## config.mk

```make
export PLATFORM = sky130hd
export DESIGN_NAME = data_bus_arbiter
export DESIGN_NICKNAME = d
export VERILOG_FILES = /design/src/rtl/bus_pkg.sv /design/src/rtl/arb_rr2.sv /design/src/rtl/data_bus_arbiter.sv
export SDC_FILE = /design/constraint.sdc
export NUM_CORES = 1
export LEC_CHECK = 0
export BUFFER_PORTS_ARGS = -buffer_cell sky130_fd_sc_hd__buf_4
export CAP_MARGIN = 20
export CORE_AREA = 3 3 118 120
export DETAILED_ROUTE_END_ITERATION = 8
export DIE_AREA = 0 0 121 123
export GPL_TIMING_DRIVEN = 0
export RECOVER_POWER = 100
export SLEW_MARGIN = 20
export SYNTH_ARGS = -nofsm -noshare
export SYNTH_HDL_FRONTEND = slang
export SYNTH_SLANG_ARGS = --single-unit
```

## constraint.sdc

```tcl
create_clock -name clk -period 2.35 [get_ports clk]
set_clock_uncertainty 0.1 [all_clocks]
set_input_delay 0 -clock clk [delete_from_list [all_inputs] [get_ports clk]]
set_output_delay 0 -clock clk [all_outputs]
set_load 0.01 [all_outputs]
```

## src/rtl/bus_pkg.sv

```systemverilog
// Shared types and constants for the two-master data bus arbiter.
package bus_pkg;

  localparam int BUS_ADDR_W = 32;
  localparam int BUS_DATA_W = 32;

  localparam logic [1:0] G_NONE = 2'b00;
  localparam logic [1:0] G_M0   = 2'b01;
  localparam logic [1:0] G_M1   = 2'b10;

  typedef enum logic [1:0] {
    IDLE  = 2'd0,
    BUSY0 = 2'd1,
    BUSY1 = 2'd2
  } arb_state_t;

endpackage

```

## src/rtl/arb_rr2.sv

```systemverilog
// Two-way round-robin picker: on a tie the master that was not served last wins.
// Purely combinational, no backpressure of its own.
module arb_rr2
  import bus_pkg::*;
(
  input  logic [1:0] req,
  input  logic       last,
  output logic [1:0] pick
);

  always_comb begin
    pick = G_NONE;
    if (req == 2'b11) begin
      pick = last ? G_M0 : G_M1;
    end else begin
      pick = req;
    end
  end

endmodule

```

## src/rtl/data_bus_arbiter.sv

```systemverilog
// Shares one slave bus between fetch (m0) and load/store (m1), one access at a time.
// Grant lands 1 cycle after a request; completion is passed straight through; a watchdog forces an error completion.
module data_bus_arbiter
  import bus_pkg::*;
#(
  parameter int ADDR_W  = BUS_ADDR_W,
  parameter int DATA_W  = BUS_DATA_W,
  parameter int TIMEOUT = 16
) (
  input  logic              clk,
  input  logic              res,
  input  logic              m0_read,
  input  logic              m0_write,
  input  logic [ADDR_W-1:0] m0_addr,
  input  logic [DATA_W-1:0] m0_wdata,
  output logic [DATA_W-1:0] m0_rdata,
  output logic              m0_ready,
  output logic              m0_err,
  input  logic              m1_read,
  input  logic              m1_write,
  input  logic [ADDR_W-1:0] m1_addr,
  input  logic [DATA_W-1:0] m1_wdata,
  output logic [DATA_W-1:0] m1_rdata,
  output logic              m1_ready,
  output logic              m1_err,
  output logic              s_read,
  output logic              s_write,
  output logic [ADDR_W-1:0] s_addr,
  output logic [DATA_W-1:0] s_wdata,
  input  logic [DATA_W-1:0] s_rdata,
  input  logic              s_ready,
  output logic [1:0]        grant,
  output logic              busy
);

  localparam int CW = $clog2(TIMEOUT) + 1;

  arb_state_t    state_q;
  logic          last_q;
  logic [1:0]    grant_q;
  logic          busy_q;
  logic [CW-1:0] wait_cnt_q;
  logic [CW-1:0] wait_cnt_d;

  logic       m0_req;
  logic       m1_req;
  logic [1:0] pick;
  logic       in_busy;
  logic       sel1;
  logic       timeout_hit;
  logic       done;
  logic       other_req;

  assign m0_req      = m0_read | m0_write;
  assign m1_req      = m1_read | m1_write;
  assign in_busy     = (state_q == BUSY0) || (state_q == BUSY1);
  assign sel1        = (state_q == BUSY1);
  assign timeout_hit = in_busy & ~s_ready & (wait_cnt_q == CW'(TIMEOUT - 1));
  assign done        = in_busy & (s_ready | timeout_hit);
  assign other_req   = sel1 ? m0_req : m1_req;
  assign wait_cnt_d  = (wait_cnt_q == {CW{1'b1}}) ? wait_cnt_q : wait_cnt_q + 1'b1;

  assign grant = grant_q;
  assign busy  = busy_q;

  arb_rr2 u_rr (
    .req  ({m1_req, m0_req}),
    .last (last_q),
    .pick (pick)
  );

  // Slave bus follows the owner; read data is zeroed on a forced completion.
  always_comb begin
    s_read   = 1'b0;
    s_write  = 1'b0;
    s_addr   = '0;
    s_wdata  = '0;
    m0_ready = 1'b0;
    m0_err   = 1'b0;
    m0_rdata = '0;
    m1_ready = 1'b0;
    m1_err   = 1'b0;
    m1_rdata = '0;
    case (state_q)
      BUSY0: begin
        s_read   = m0_read & ~m0_write;
        s_write  = m0_write;
        s_addr   = m0_addr;
        s_wdata  = m0_wdata;
        m0_ready = done;
        m0_err   = timeout_hit;
        m0_rdata = s_ready ? s_rdata : '0;
      end
      BUSY1: begin
        s_read   = m1_read & ~m1_write;
        s_write  = m1_write;
        s_addr   = m1_addr;
        s_wdata  = m1_wdata;
        m1_ready = done;
        m1_err   = timeout_hit;
        m1_rdata = s_ready ? s_rdata : '0;
      end
      default: ;
    endcase
  end

  always_ff @(posedge clk or negedge res) begin
    if (!res) begin
      state_q    <= IDLE;
      last_q     <= 1'b1;
      grant_q    <= G_NONE;
      busy_q     <= 1'b0;
      wait_cnt_q <= '0;
    end else begin
      case (state_q)
        IDLE: begin
          wait_cnt_q <= '0;
          if (pick == G_M0) begin
            state_q <= BUSY0;
            grant_q <= G_M0;
            busy_q  <= 1'b1;
          end else if (pick == G_M1) begin
            state_q <= BUSY1;
            grant_q <= G_M1;
            busy_q  <= 1'b1;
          end
        end
        BUSY0, BUSY1: begin
          if (done) begin
            last_q     <= sel1;
            wait_cnt_q <= '0;
            // Hand straight over to a waiting peer; the finishing master re-arbitrates via IDLE.
            if (other_req) begin
              state_q <= sel1 ? BUSY0 : BUSY1;
              grant_q <= sel1 ? G_M0 : G_M1;
              busy_q  <= 1'b1;
            end else begin
              state_q <= IDLE;
              grant_q <= G_NONE;
              busy_q  <= 1'b0;
            end
          end else begin
            wait_cnt_q <= wait_cnt_d;
          end
        end
        default: begin
          state_q <= IDLE;
          grant_q <= G_NONE;
          busy_q  <= 1'b0;
        end
      endcase
    end
  end

endmodule
```

==> results.ini, run 1 <==
[routing]
ant_nets=0
first_pass_iters=5
drc=0
wire_per_inst_um=18.6
vias_per_cell=4.52
first_iter_violations=126
drt-total-wl_mm=13.2
vias=3203

[clock_tree]
clk_pin_slew_ps=40
cts_max_level=1
post_cts_buffers=0
clock_sink_count=9
cts_buffers=3
root_buffer=clkbuf_16
clock_latency_ps=240
clock_path_buffers=2
cts_tree=done

[setup_path]
cp_top_family=buffers and inverters
path_buf_inv=4
critPathLaunch=grant[1]
worst-path-stages=7
crit_end=s_wdata[17]
reg2reg_from=wait_cnt_q[0]
r2r_cells=6
r2r_end=busy
path_common_cell=buf_4
crit_chain=inv_1 -> ha_2 -> and2_4 -> buf_4 -> buf_2 -> a22o_1 -> buf_4
slowest_delay_ps=410
crit_slowest_cell=dfrtp_1
start_kind=flip-flop
cp.required_ps=2250
cp.arrival_ps=2120
path_class=reg2out
reg2reg_slack_ps=340
cp_max_fo=10
crit_path_end_kind=output pin

[logic_synthesis]
synth_area_per_cell_um2=8.15
ys.warnings.count=0
syn_area_mm2=0.00183
syn_nets=399
yosysSeqAreaShare=0.123
yosysUniqueCellTypes=35
synth_enable_flop_cells=0
ys_ff_latch=9
synthCells=225
async_flop_share=1.00
synth_ff_type=dfrtp_1

[power_and_ir_drop]
finalPower_uw=3970
cellPowerDensity_mw_per_mm2=903
power.leakage_uw=0.00256
ir_drop_mv=0.341

[placement]
gp_congestion=0.835
dp_hpwl_mm=11.1
portBuffers=303

[finish]
nNetsFinal=708
area_growth_pct=139
drive_above_1_share=0.602
n_fill_cell=1387
num_antenna_cells=0

[floorplan]
coreArea_mm2=0.0131
start_util=0.140
num_rows=42
die_h_um=123
die_area_mm2=0.0149
die-width_um=121
ios=304

[sta]
timing.fmax_ghz=0.450
finalHoldViolations=0
tightestPinTransition_ps=514
setup_tns_ps=0
timing.final.crit_share=0.946
fin_hold_ws_ps=72.1
finalSetupViolations=0
relSlewSlack=0.657
slew_viol_final=0
period_needed_ps=2220

[run]
max_cap_viol_count=0

[outcome]
run_status=complete, no violations

[global_routing]
antenna_found_initial=0
first_global_vias=3179
gr-usage-all-layers=0.155
grt_pass1_wl_mm=18.3
grt_max_degree=11
grt-ovfl-total=0

[hold_path]
hold_path.class=in2reg

==> worst min-delay path by stage <==
stage               startpoint             to  slack (ps)  depth (start not counted)
floorplan                  res           busy        -400                          0
global placement           res  wait_cnt_q[0]        -270                          1
detailed placement         res  wait_cnt_q[3]        -270                          1
CTS                        res  wait_cnt_q[4]          40                          2
global route           s_ready  wait_cnt_q[2]          90                          4
finish                 s_ready  wait_cnt_q[2]          70                          4
==> cell usage after synthesis, types with 3 or more instances <==
master,count,area (um^2)
a22o_1,65,569
a21o_1,3,22.5
ha_1,7,87.6
o21ai_0,4,20.0
nor2_1,6,22.5
and3_1,67,419
clkbuf_1,13,48.8
inv_1,5,18.8
buf_12,6,120
nand2_1,5,18.8
buf_2,6,30.0
a21oi_1,3,15.0
dfrtp_1,8,200
==> worst min-delay path, cell delays in order <==
cell	delay (ps)
buf_4	140
nor3b_4	70
nand4_1	80
o21ai_0	70
==> logic make-up after synthesis <==
kind of cell             after synthesis  synth area share
buffers and inverters                 33             0.133
AND/OR/NAND/NOR                       91             0.308
AO/OA/AOI/OAI                         85             0.388
adder cells (fa/ha/maj)                7            0.0477
flip-flops                             9             0.123
==> layout make-up <==
class	count	area (um^2)	area share
repair buffers	304	2250	0.513
multi-input cells	183	1370	0.312
clock buffers	4	78.8	0.0179
inverters	5	18.8	0.00427
plain buffers	28	225	0.0513
flip-flops and latches	9	226	0.0516
well taps	176	220	0.0501
==> power by group <==
part	internal [uW]	switching, uW
sequential	211	45.0
clock	227	77.8
combinational	1750	1660
total	2190	1780
==> repair_timing <==
action	in CTS	in global routing
hold buffers	1	0
setup endpoints to repair	0	33
endpoints found under the hold margin	9	0
resized for setup	0	2
==> metrics by stage <==
stage	cells	setup slack (ps)	instance area, um^2	util
2_1_floorplan	225	513	1830	-
3_3_place_gp	704	363	4330	0.331
3_5_place_dp	704	354	4330	0.331
4_1_cts	709	89.9	4420	0.338
5_1_grt	709	-4.47	4390	0.336
6_report	709	128	4390	0.336
==> sequential cells by signal, summed over array words and instances, names as in the netlist <==
signal,count
busy,1
grant,2
last_q,1
wait_cnt_q,5
==> layer usage <==
metal  vias up  GRT usage  part of all wire
met5         -          0                 0
li1       1505          -                 -
met1      1494      0.200              0.41
met4         0     0.0361             0.021
met3        19     0.0302             0.081
met2       185      0.266              0.49
==> cells in the final DEF (no fill, tap or decap), types with 3 or more instances in the layout <==
cell / n
a21o_1: 3
a21oi_1: 3
a22o_1: 65
and3_1: 67
buf_12: 6
buf_2: 6
buf_4: 297
clkbuf_1: 22
clkbuf_16: 3
dfrtp_1: 8
ha_1: 5
inv_1: 5
nand2_1: 5
nor2_1: 6
o21ai_0: 4
No activity file was read; power rests on OpenSTA's default activity.
==> run 2: changes to the inputs <==
--- a/config.mk
+++ b/config.mk
@@ -11,6 +11,7 @@
 export DETAILED_ROUTE_END_ITERATION = 8
 export DIE_AREA = 0 0 121 123
 export GPL_TIMING_DRIVEN = 0
+export PLACE_DENSITY_LB_ADDON = 0.05
 export RECOVER_POWER = 100
 export SLEW_MARGIN = 20
 export SYNTH_ARGS = -nofsm -noshare
==> results.ini, run 2 (synthesis gave the netlist of run 1 again) <==
[outcome]
run_status=complete, no violations

[finish]
most-common-layout-cells=buf_4 (198), clkbuf_1 (112), and3_1 (67), a22o_1 (65), clkbuf_2 (10)
largest_reg_flops=5
multi_input_area_mm2=0.00135
top_register=wait_cnt_q
nNetsFinal=708
drive_above_1_share=0.430
regArea_um2=226
num_antenna_cells=0
final_common_cell=buf_4
n_fill_cell=1495
area_growth_pct=119

[power_and_ir_drop]
cellPowerDensity_mw_per_mm2=887
finalPower_uw=3560
combinationalPowerShare=0.845
switchingPower_uw=1680
switching_share=0.471
ir_drop_mv=0.449
p_int_uw=1880
seqPwrFrac=0.071
power.leakage_uw=0.00218
p_clk_frac=0.084

[clock_tree]
clk_pin_slew_ps=40
cts_max_level=1
cts_tree=done
clock_latency_ps=230
cts_buffers=3
clock_path_buffers=2
clock_sink_count=9
root_buffer=clkbuf_16
post_cts_buffers=0

[sta]
finalSetupViolations=0
relSlewSlack=0.657
period_needed_ps=2160
rsz0062_at_grt=false
finalHoldViolations=0
timing.final.crit_share=0.920
tightestPinTransition_ps=515
timing.fmax_ghz=0.462
setup_tns_ps=0
slew_viol_final=0

[routing]
vias_per_cell=4.37
first_pass_iters=4
drt-total-wl_mm=13.0
ant_nets=0
wire_per_inst_um=18.3
drc=0
vias=3096
first_iter_violations=99

[setup_path]
reg2reg_slack_ps=190
cp.arrival_ps=2180
path_class=reg2reg
cp_max_fo=6
cp.required_ps=2360
start_kind=flip-flop
crit_slowest_cell=nor3b_2
path_common_cell=ha_1
crit_path_end_kind=flip-flop
crit_chain=ha_1 -> and3_1 -> ha_1 -> nor3b_2 -> a31oi_1 -> o22a_1
slowest_delay_ps=420

[floorplan]
die-width_um=121
die_h_um=123
ios=304
start_util=0.140
die_area_mm2=0.0149
num_rows=42
coreArea_mm2=0.0131

[run]
max_cap_viol_count=0

[global_routing]
grt_max_degree=11
gr-usage-all-layers=0.152
grt-ovfl-total=0
first_global_vias=3171
grt_pass1_wl_mm=17.9
antenna_found_initial=0

[hold_path]
hold_path.class=in2reg

[placement]
portBuffers=303
gp_congestion=0.751
dp_hpwl_mm=11.1

==> run 2: cell count changes in the layout (fill, tap and decap cells not counted), sizes merged <==
cell / previous run / this run
buf: 310 / 210
clkbuf: 25 / 125
==> run 2: critical path: cells and delay by family (launching register included) <==
| family | cells | cell delay (ps) |
|---|---|---|
| AOI/OAI and AO/OA | 2 | 420 |
| and+or+nand+nor | 2 | 630 |
| adders and majority gates | 2 | 490 |
| DFF | 1 | 400 |
==> run 2: layout make-up <==
class                   instances  share of cell area
repair buffers                304               0.471
well taps                     176              0.0548
multi-input cells             183               0.337
inverters                       5             0.00467
clock buffers                   4              0.0196
plain buffers                  28              0.0564
flip-flops and latches          9              0.0564
==> run 2: final timing paths <==
path	start	endpoint	depth (start not counted)
max in group asynchronous	res	last_q	2
worst min-delay path	s_ready	wait_cnt_q[2]	4
worst max-delay path	wait_cnt_q[0]	busy	6
min in group asynchronous	res	grant[0]	2
worst max register to register	wait_cnt_q[0]	busy	6
worst min register to register	wait_cnt_q[3]	wait_cnt_q[3]	1
==> run 2: layer usage <==
| layer | GRT usage | share of wire |
|---|---|---|
| met3 | 0.0503 | 0.096 |
| met5 | 0 | 0 |
| met4 | 0.0120 | 0.0063 |
| met1 | 0.162 | 0.36 |
| met2 | 0.302 | 0.54 |
==> run 2: what timing repair did <==
action | in CTS | in global routing
hold endpoints to repair | 9 | 0
hold buffers | 1 | 0
endpoints found under the setup margin | 0 | 14
resized for setup | 0 | 3
==> run 2: power by group through the flow <==
stage	sequential, uW	combinational (uW)	clock [uW]
after floorplan	257	1790	0
after global placement	256	3380	0
after detailed placement	258	3390	0
after CTS	255	3410	308
after global routing	263	3260	314
final	254	3010	298
==> run 2: stage by stage <==
stage	area (um^2)	cells	hold slack, ps	setup slack (ps)	util
finish	4020	709	70.2	187	0.307
global route	4020	709	123	34.4	0.307
CTS	4420	709	30.6	84.8	0.338
detailed placement	4330	704	-267	313	0.331
global placement	4330	704	-263	313	0.331
floorplan	1830	225	-396	513	-
